### src/rtl/cmp_pkg.sv
// ============================================================================
// cmp_pkg
// Shared FSM state encoding and default sizing for the window min/max tracker.
// Revision: 1.0
// ============================================================================
`default_nettype none

package cmp_pkg;

  typedef enum logic [1:0] {
    ST_IDLE  = 2'd0,
    ST_TRACK = 2'd1,
    ST_DONE  = 2'd2
  } state_t;

  localparam int c_DEFAULT_WIDTH  = 4;
  localparam int c_DEFAULT_WINDOW = 4;

endpackage

`default_nettype wire

### src/rtl/mag_comparator_n.sv
// ============================================================================
// mag_comparator_n
// Combinational unsigned magnitude comparator producing greater/equal/lesser.
// Revision: 1.0
// ============================================================================
`default_nettype none

module mag_comparator_n #(
  parameter int WIDTH = 4
) (
  input  logic [WIDTH-1:0] a,
  input  logic [WIDTH-1:0] b,
  output logic             a_greater_b,
  output logic             a_equal_b,
  output logic             a_lesser_b
);

  assign a_greater_b = (a > b);
  assign a_equal_b   = (a == b);
  assign a_lesser_b  = (a < b);

endmodule

`default_nettype wire

### src/rtl/window_minmax_tracker.sv
// ============================================================================
// window_minmax_tracker
// Tracks running max/min over WINDOW accepted samples, then pulses done.
// Revision: 1.0
// ============================================================================
`default_nettype none

module window_minmax_tracker
  import cmp_pkg::*;
#(
  parameter int WIDTH  = c_DEFAULT_WIDTH,
  parameter int WINDOW = c_DEFAULT_WINDOW
) (
  input  logic                       clk,
  input  logic                       rst_n,
  input  logic                       start,
  input  logic                       in_valid,
  output logic                       in_ready,
  input  logic [WIDTH-1:0]           in_data,
  output logic [WIDTH-1:0]           max_out,
  output logic [WIDTH-1:0]           min_out,
  output logic [$clog2(WINDOW+1)-1:0] count,
  output logic                       busy,
  output logic                       done
);

  localparam int CW = $clog2(WINDOW + 1);

  state_t          r_state;
  state_t          w_state_nxt;
  logic [CW-1:0]   r_count;
  logic [WIDTH-1:0] r_max;
  logic [WIDTH-1:0] r_min;

  logic            w_accept;
  logic [CW-1:0]   w_count_inc;
  logic            w_last;
  logic            w_max_gt, w_max_eq, w_max_lt;
  logic            w_min_gt, w_min_eq, w_min_lt;
  logic            w_unused_cmp;

  mag_comparator_n #(.WIDTH(WIDTH)) u_cmp_max (
    .a           (in_data),
    .b           (r_max),
    .a_greater_b (w_max_gt),
    .a_equal_b   (w_max_eq),
    .a_lesser_b  (w_max_lt)
  );

  mag_comparator_n #(.WIDTH(WIDTH)) u_cmp_min (
    .a           (in_data),
    .b           (r_min),
    .a_greater_b (w_min_gt),
    .a_equal_b   (w_min_eq),
    .a_lesser_b  (w_min_lt)
  );

  // Only "greater than max" and "less than min" move the registers.
  assign w_unused_cmp = w_max_eq ^ w_max_lt ^ w_min_gt ^ w_min_eq;

  assign w_accept    = (r_state == ST_TRACK) && in_valid;
  assign w_count_inc = r_count + 1'b1;
  assign w_last      = (w_count_inc == CW'(WINDOW));

  always_comb begin
    w_state_nxt = r_state;
    in_ready    = 1'b0;
    busy        = 1'b0;
    done        = 1'b0;
    case (r_state)
      ST_IDLE: begin
        if (start) w_state_nxt = ST_TRACK;
      end
      ST_TRACK: begin
        in_ready = 1'b1;
        busy     = 1'b1;
        if (w_accept && w_last) w_state_nxt = ST_DONE;
      end
      ST_DONE: begin
        done        = 1'b1;
        w_state_nxt = ST_IDLE;
      end
      default: w_state_nxt = ST_IDLE;
    endcase
  end

  always_ff @(posedge clk) begin
    if (!rst_n) begin
      r_state <= ST_IDLE;
      r_count <= '0;
      r_max   <= '0;
      r_min   <= '0;
    end else begin
      r_state <= w_state_nxt;
      if ((r_state == ST_IDLE) && start) begin
        r_count <= '0;
      end
      if (w_accept) begin
        r_count <= w_count_inc;
        // First sample of a window reloads both extremes.
        if (r_count == '0) begin
          r_max <= in_data;
          r_min <= in_data;
        end else begin
          if (w_max_gt) r_max <= in_data;
          if (w_min_lt) r_min <= in_data;
        end
      end
    end
  end

  assign max_out = r_max;
  assign min_out = r_min;
  assign count   = r_count;

endmodule

`default_nettype wire

### config.mk
export PLATFORM = sky130hd
export DESIGN_NAME = window_minmax_tracker
export DESIGN_NICKNAME = d
export VERILOG_FILES = /design/src/rtl/cmp_pkg.sv /design/src/rtl/mag_comparator_n.sv /design/src/rtl/window_minmax_tracker.sv
export SDC_FILE = /design/constraint.sdc
export NUM_CORES = 1
export LEC_CHECK = 0
export ABC_AREA = 0
export BUFFER_PORTS_ARGS = -buffer_cell sky130_fd_sc_hd__buf_2
export CAP_MARGIN = 25
export CELL_PAD_IN_SITES_DETAIL_PLACEMENT = 1
export CELL_PAD_IN_SITES_GLOBAL_PLACEMENT = 2
export CORE_AREA = 2 2 51 63
export CTS_CLUSTER_SIZE = 40
export DETAILED_ROUTE_END_ITERATION = 10
export DIE_AREA = 0 0 53 65
export PLACE_DENSITY_LB_ADDON = 0.1
export REMOVE_ABC_BUFFERS = 1
export SLEW_MARGIN = 20
export SYNTH_ARGS = -nofsm -noshare
export SYNTH_HDL_FRONTEND = slang
export SYNTH_HIERARCHICAL = 1
export SYNTH_SLANG_ARGS = --single-unit
### constraint.sdc
create_clock -name clk -period 3.5 [get_ports clk]
set_clock_uncertainty 0.1 [all_clocks]
set_input_delay 0.7 -clock clk [delete_from_list [all_inputs] [get_ports clk]]
set_output_delay 0.7 -clock clk [all_outputs]
set_load 0.005 [all_outputs]
==> results of run 1 <==
## report_power, final
part	internal, W	total [W]	switching (W)
sequential	0.000154	0.000160	0.00000614
combinational	0.0000328	0.0000684	0.0000356
clock	0.0000442	0.0000946	0.0000504
## cell type report
type / instances / area (um2)
fillers: 359 / 1850
multi-input cells: 69 / 558
flip-flops and latches: 13 / 260
repair buffers: 21 / 105
well taps: 36 / 45.0
inverters: 11 / 41.3
clock buffers: 4 / 26.3
## per-layer routing
layer,share of wire,up-vias
met5,0,-
met4,0.018,0
met3,0.035,4
met2,0.54,17
met1,0.41,332
li1,-,361
## metrics by stage
stage / cells / setup WS (ns)
finish: 154 / 1.58
global route: 154 / 1.47
CTS: 154 / 1.56
detailed placement: 150 / 1.26
global placement: 150 / 1.32
floorplan: 93 / 1.62
## worst max-delay path: stages
cell and delay [ns]:
buf_2 0.13, ha_1 0.30, nand2_1 0.08, o21bai_4 0.17, and2_1 0.16, o21ai_4 0.26, mux2i_1 0.22
## state kept, by name, summed over array words and instances (netlist names)
signal / cells
max_out: 4
min_out: 4
count: 3
r_state: 2
## path summary, 6_finish.rpt
path	end	slack, ns	cells past startpoint	from
worst min-delay path	min_out[3]	0.37	2	min_out[3]
worst max register to register	min_out[2]	1.75	7	min_out[3]
worst max-delay path	min_out[2]	1.58	7	in_data[3]
worst min register to register	min_out[3]	0.37	2	min_out[3]
==> out/qor.txt, run 1 <==
Outcome: finished clean
Root Driver: clkbuf_4
Total power: 0.000323 W
DR pass1 iterations: 2
Design area: 1040 um2
Crit share post-route: 0.548
GRT Total Usage: 0.135
Post-CTS Setup Bufs: 0
Worst setup path class: in2reg
Hold Buf Count CTS: 0
Placed inst area: 1010 um2
I/O pin count: 22
Pin count of the biggest net entering global routing: 17
LEAKAGE: 0.535 nW
Met3 Usage GRT: 0.0207
Die Span X: 53 um
Hold WS: 0.374 ns
Slew HR: 0.789
Min cycle time layout: 1.92 ns
Post-route ant nets: 0
Starting Density: 0.306
CTS sink count: 13
Post-Route Setup TNS: 0 ns
Vias: 714
M2 GR Usage: 0.241
M1 GR Usage: 0.150
Worst Path Required: 3.61 ns
Critical Path Fanout Max: 4
Commonest cells after routing, fill and taps aside: buf_2 (21), nand2_1 (19), dfxtp_1 (13)
Mean Syn Cell Area: 9.11 um2
Die Area: 3450 um2
PwrDens: 312 nW/um2
Max frequency: 521 MHz
Diodes inserted: 0
Worst-Margin Slew: 0.316 ns
Drt via density: 4.64
Drt drc: 0
Crit. End Element: flop
Hold crit path type: reg2reg
FP Rows: 22
Routability cong.: 0.704
Setup Viol. Count Final: 0
Final Hold Vio Count: 0
Clk slew on worst S/H paths: 0.08 ns
Number of global-route vias before repair: 733
Maximum vdd drop: 0.198 mV
RSZ-0062 raised after global routing: no
CP startpoint kind: input pin
CTS Buffer Depth: 2
CTS Buf Count: 3
Core Util, Final: 0.358
Post-layout net count: 138
Gr busiest metal: met2
Post-CTS Resized: 0
Synthesis Warnings: 6
Layout cell share with drive strength beyond 1: 0.288
Core Footprint: 2890 um2
Depth of the CTS H-tree: 1
P&R area growth vs syn: 17.3%
DRT iter0 DRCs: 4
Die Ht: 65 um
Worst-Skew Late Latency: 0.28 ns
First-pass GRT wire length: 3370 um
Syn Inst Count: 97
Drt total wl: 1940 um
Worst Path Arrival: 2.03 ns
Most common cell after layout, fill and taps aside: buf_2
Max Cap Viol: 0
I/O Buffers: 21
Wirelength per Cell: 12.6 um
Pins over their slew limit: 0
CTS tree: done
Initial antenna violation count: 0
Post-DP HPWL: 1580 um
Post-synthesis cell area: 883 um2
GRT overflow: 0
No activity file was read; power rests on OpenSTA's default activity.
==> inputs of run 2 (changes only) <==
--- a/config.mk
+++ b/config.mk
@@ -10,10 +10,10 @@
 export CAP_MARGIN = 25
 export CELL_PAD_IN_SITES_DETAIL_PLACEMENT = 1
 export CELL_PAD_IN_SITES_GLOBAL_PLACEMENT = 2
-export CORE_AREA = 2 2 51 63
+export CORE_AREA = 2 2 56 69
 export CTS_CLUSTER_SIZE = 40
 export DETAILED_ROUTE_END_ITERATION = 10
-export DIE_AREA = 0 0 53 65
+export DIE_AREA = 0 0 58 71
 export PLACE_DENSITY_LB_ADDON = 0.1
 export REMOVE_ABC_BUFFERS = 1
 export SLEW_MARGIN = 20
==> constraint.sdc (replaced) <==
create_clock -name clk -period 1.6 [get_ports clk]
set_clock_uncertainty 0.1 [all_clocks]
set_input_delay 0.32 -clock clk [delete_from_list [all_inputs] [get_ports clk]]
set_output_delay 0.32 -clock clk [all_outputs]
set_load 0.005 [all_outputs]
==> out/qor.txt, run 2 (synthesized netlist as in run 1, its figures left out) <==
Outcome: finished, violations left
Failing checks: negative setup slack
Switch share: 0.274 (-0.0112)
Worst-Skew Late Latency: 0.24 ns (-0.04 ns)
Placed cell count: 158 (+5.3%)
Fillers: 418 (+16%)
Switching power: 0.000231 W (+150%)
CTS Buffer Depth: 2 (unchanged)
GRT overflow: 0 (unchanged)
Root Driver: clkbuf_8
Core Util, Final: 0.343 (-0.0154)
I/O Buffers: 21 (unchanged)
Initial antenna violation count: 0 (unchanged)
Worst Path Arrival: 1.72 ns (-0.31 ns)
Final worst setup slack: -0.0496 ns (-1.63 ns)
Area of the multi-input gates: 621 um2 (+11%)
Worst-Margin Slew: 0.321 ns (+0.00487 ns)
CP startpoint: min_out[3]
Sequential Power Share: 0.414 (-0.081)
RSZ-0062 raised after global routing: yes
Register area: 267 um2 (+2.4%)
Routability cong.: 0.672 (-4.5%)
Drt total wl: 2090 um (+7.7%)
Slowest cell on crit path: dfxtp_2
Max frequency: 606 MHz
Drt via density: 4.49 (-3.1%)
Post-Route Setup TNS: -0.117 ns (-0.117 ns)
CP max stage delay: 0.34 ns (+0.04 ns)
Max Cap Viol: 0 (unchanged)
Depth of the CTS H-tree: 1 (unchanged)
Most common cell after layout, fill and taps aside: buf_2
PwrDens: 706 nW/um2 (+130%)
Die Ht: 71 um (+9.2%)
Worst setup path class: reg2reg
RR Startpoint: min_out[3]
I/O pin count: 22 (unchanged)
Worst Path Required: 1.67 ns (-1.94 ns)
Cell Chain, Critical Path: inv_2 > ha_4 > nand2_4 > o21bai_4 > and2_4 > o21ai_4 > mux2i_1
CP startpoint kind: flop
Critical Path Fanout Max: 4 (unchanged)
Die Area: 4120 um2 (+20%)
Clk slew on worst S/H paths: 0.06 ns (-0.02 ns)
Internal Power: 0.000612 W (+170%)
Crit. End Element: flop
Worst min-delay path startpoint: in_valid
Final Hold Vio Count: 0 (unchanged)
Crit share post-route: 1.03
Layout cell share with drive strength beyond 1: 0.449 (+0.161)
Die Span X: 58 um (+9.4%)
Hold WS: 0.229 ns (-0.145 ns)
GRT Total Usage: 0.112 (-0.0236)
CTS Buf Count: 3 (unchanged)
DRT iter0 DRCs: 4 (unchanged)
CTS tree: done
Hold crit path type: in2reg
Number of global-route vias before repair: 759 (+3.5%)
Clock power share: 0.361 (+0.068)
FP Rows: 24 (+9.1%)
Min cycle time layout: 1.65 ns
Setup Viol. Count Final: 4 (+4)
Core Footprint: 3480 um2 (+21%)
Drt drc: 0 (unchanged)
Post-layout net count: 147 (+6.5%)
DR pass1 iterations: 2 (unchanged)
Maximum vdd drop: 0.426 mV (+120%)
Post-DP HPWL: 1640 um (+4.0%)
LEAKAGE: 0.605 nW (+13%)
CTS sink count: 13 (unchanged)
Diodes inserted: 0 (unchanged)
P&R area growth vs syn: 35.3%
Starting Density: 0.254 (-0.0520)
First-pass GRT wire length: 3510 um (+3.9%)
Non-filler cells, final: 166 (+7.8%)
Commonest cells after routing, fill and taps aside: buf_2 (21), nand2_1 (17), inv_1 (9), mux2i_1 (9), buf_4 (9)
Vias: 746 (+4.5%)
Hold Buf Count CTS: 0 (unchanged)
Wirelength per Cell: 12.6 um (-0.11%)
Pin count of the biggest net entering global routing: 17 (unchanged)
Logic gate share of total power: 0.224 (+0.012)
Total power: 0.000844 W (+160%)
Post-route ant nets: 0 (unchanged)
Pins over their slew limit: 0 (unchanged)
Slew HR: 0.786 (-0.00325)
run 2: layout make-up:
type	instances	area share
Inverter	11	0.0346
Clock buffer	4	0.0377
Multi-Input combinational cell	69	0.519
Tap cell	39	0.0408
Timing Repair Buffer	30	0.145
Sequential cell	13	0.223
run 2: metal layers:
layer	vias up	routed length (um)	track usage	part of all wire
met5	-	0	0	0
met4	0	35	0.0543	0.017
met3	4	74	0.0110	0.035
met2	16	1110	0.198	0.53
met1	348	867	0.131	0.41
li1	378	-	-	-
run 2: timing repair:
action | CTS | global route
endpoints found under the hold margin | 0 | 0
pin swaps | 4 | 3
resized for setup | 11 | 4
endpoints found under the setup margin | 8 | 8
setup buffers | 2 | 2
run 2: worst paths after layout:
| check | end | slack [ns] | cells past startpoint |
|---|---|---|---|
| max | min_out[1] | -0.05 | 7 |
| min | r_state[0] | 0.23 | 2 |
| max reg2reg | min_out[1] | -0.05 | 7 |
| min reg2reg | min_out[0] | 0.38 | 2 |
run 2: metrics by stage:
| step | area [um2] | worst slack, ns |
|---|---|---|
| floorplan | 860 | 0.0298 |
| global placement | 1050 | -0.241 |
| detailed placement | 1050 | -0.257 |
| CTS | 1150 | -0.0612 |
| global route | 1190 | -0.133 |
| finish | 1190 | -0.0496 |
run 2: power by group through the flow:
stage,Combinational [W],Clock (W),Sequential [W]
final,0.000189,0.000305,0.000349
after global routing,0.000214,0.000332,0.000351
after CTS,0.000184,0.000316,0.000349
after detailed placement,0.000164,0,0.000356
after global placement,0.000162,0,0.000356
after floorplan,0.0000982,0,0.000356
run 2: worst max-delay path: cells and delay by family, from the launching register on:
family,cells,cell delay (ns)
AOI/OAI and AO/OA,2,0.41
adders and majority gates,1,0.27
buffers and inverters,1,0.04
DFF,1,0.34
muxes,1,0.22
and+or+nand+nor,2,0.19
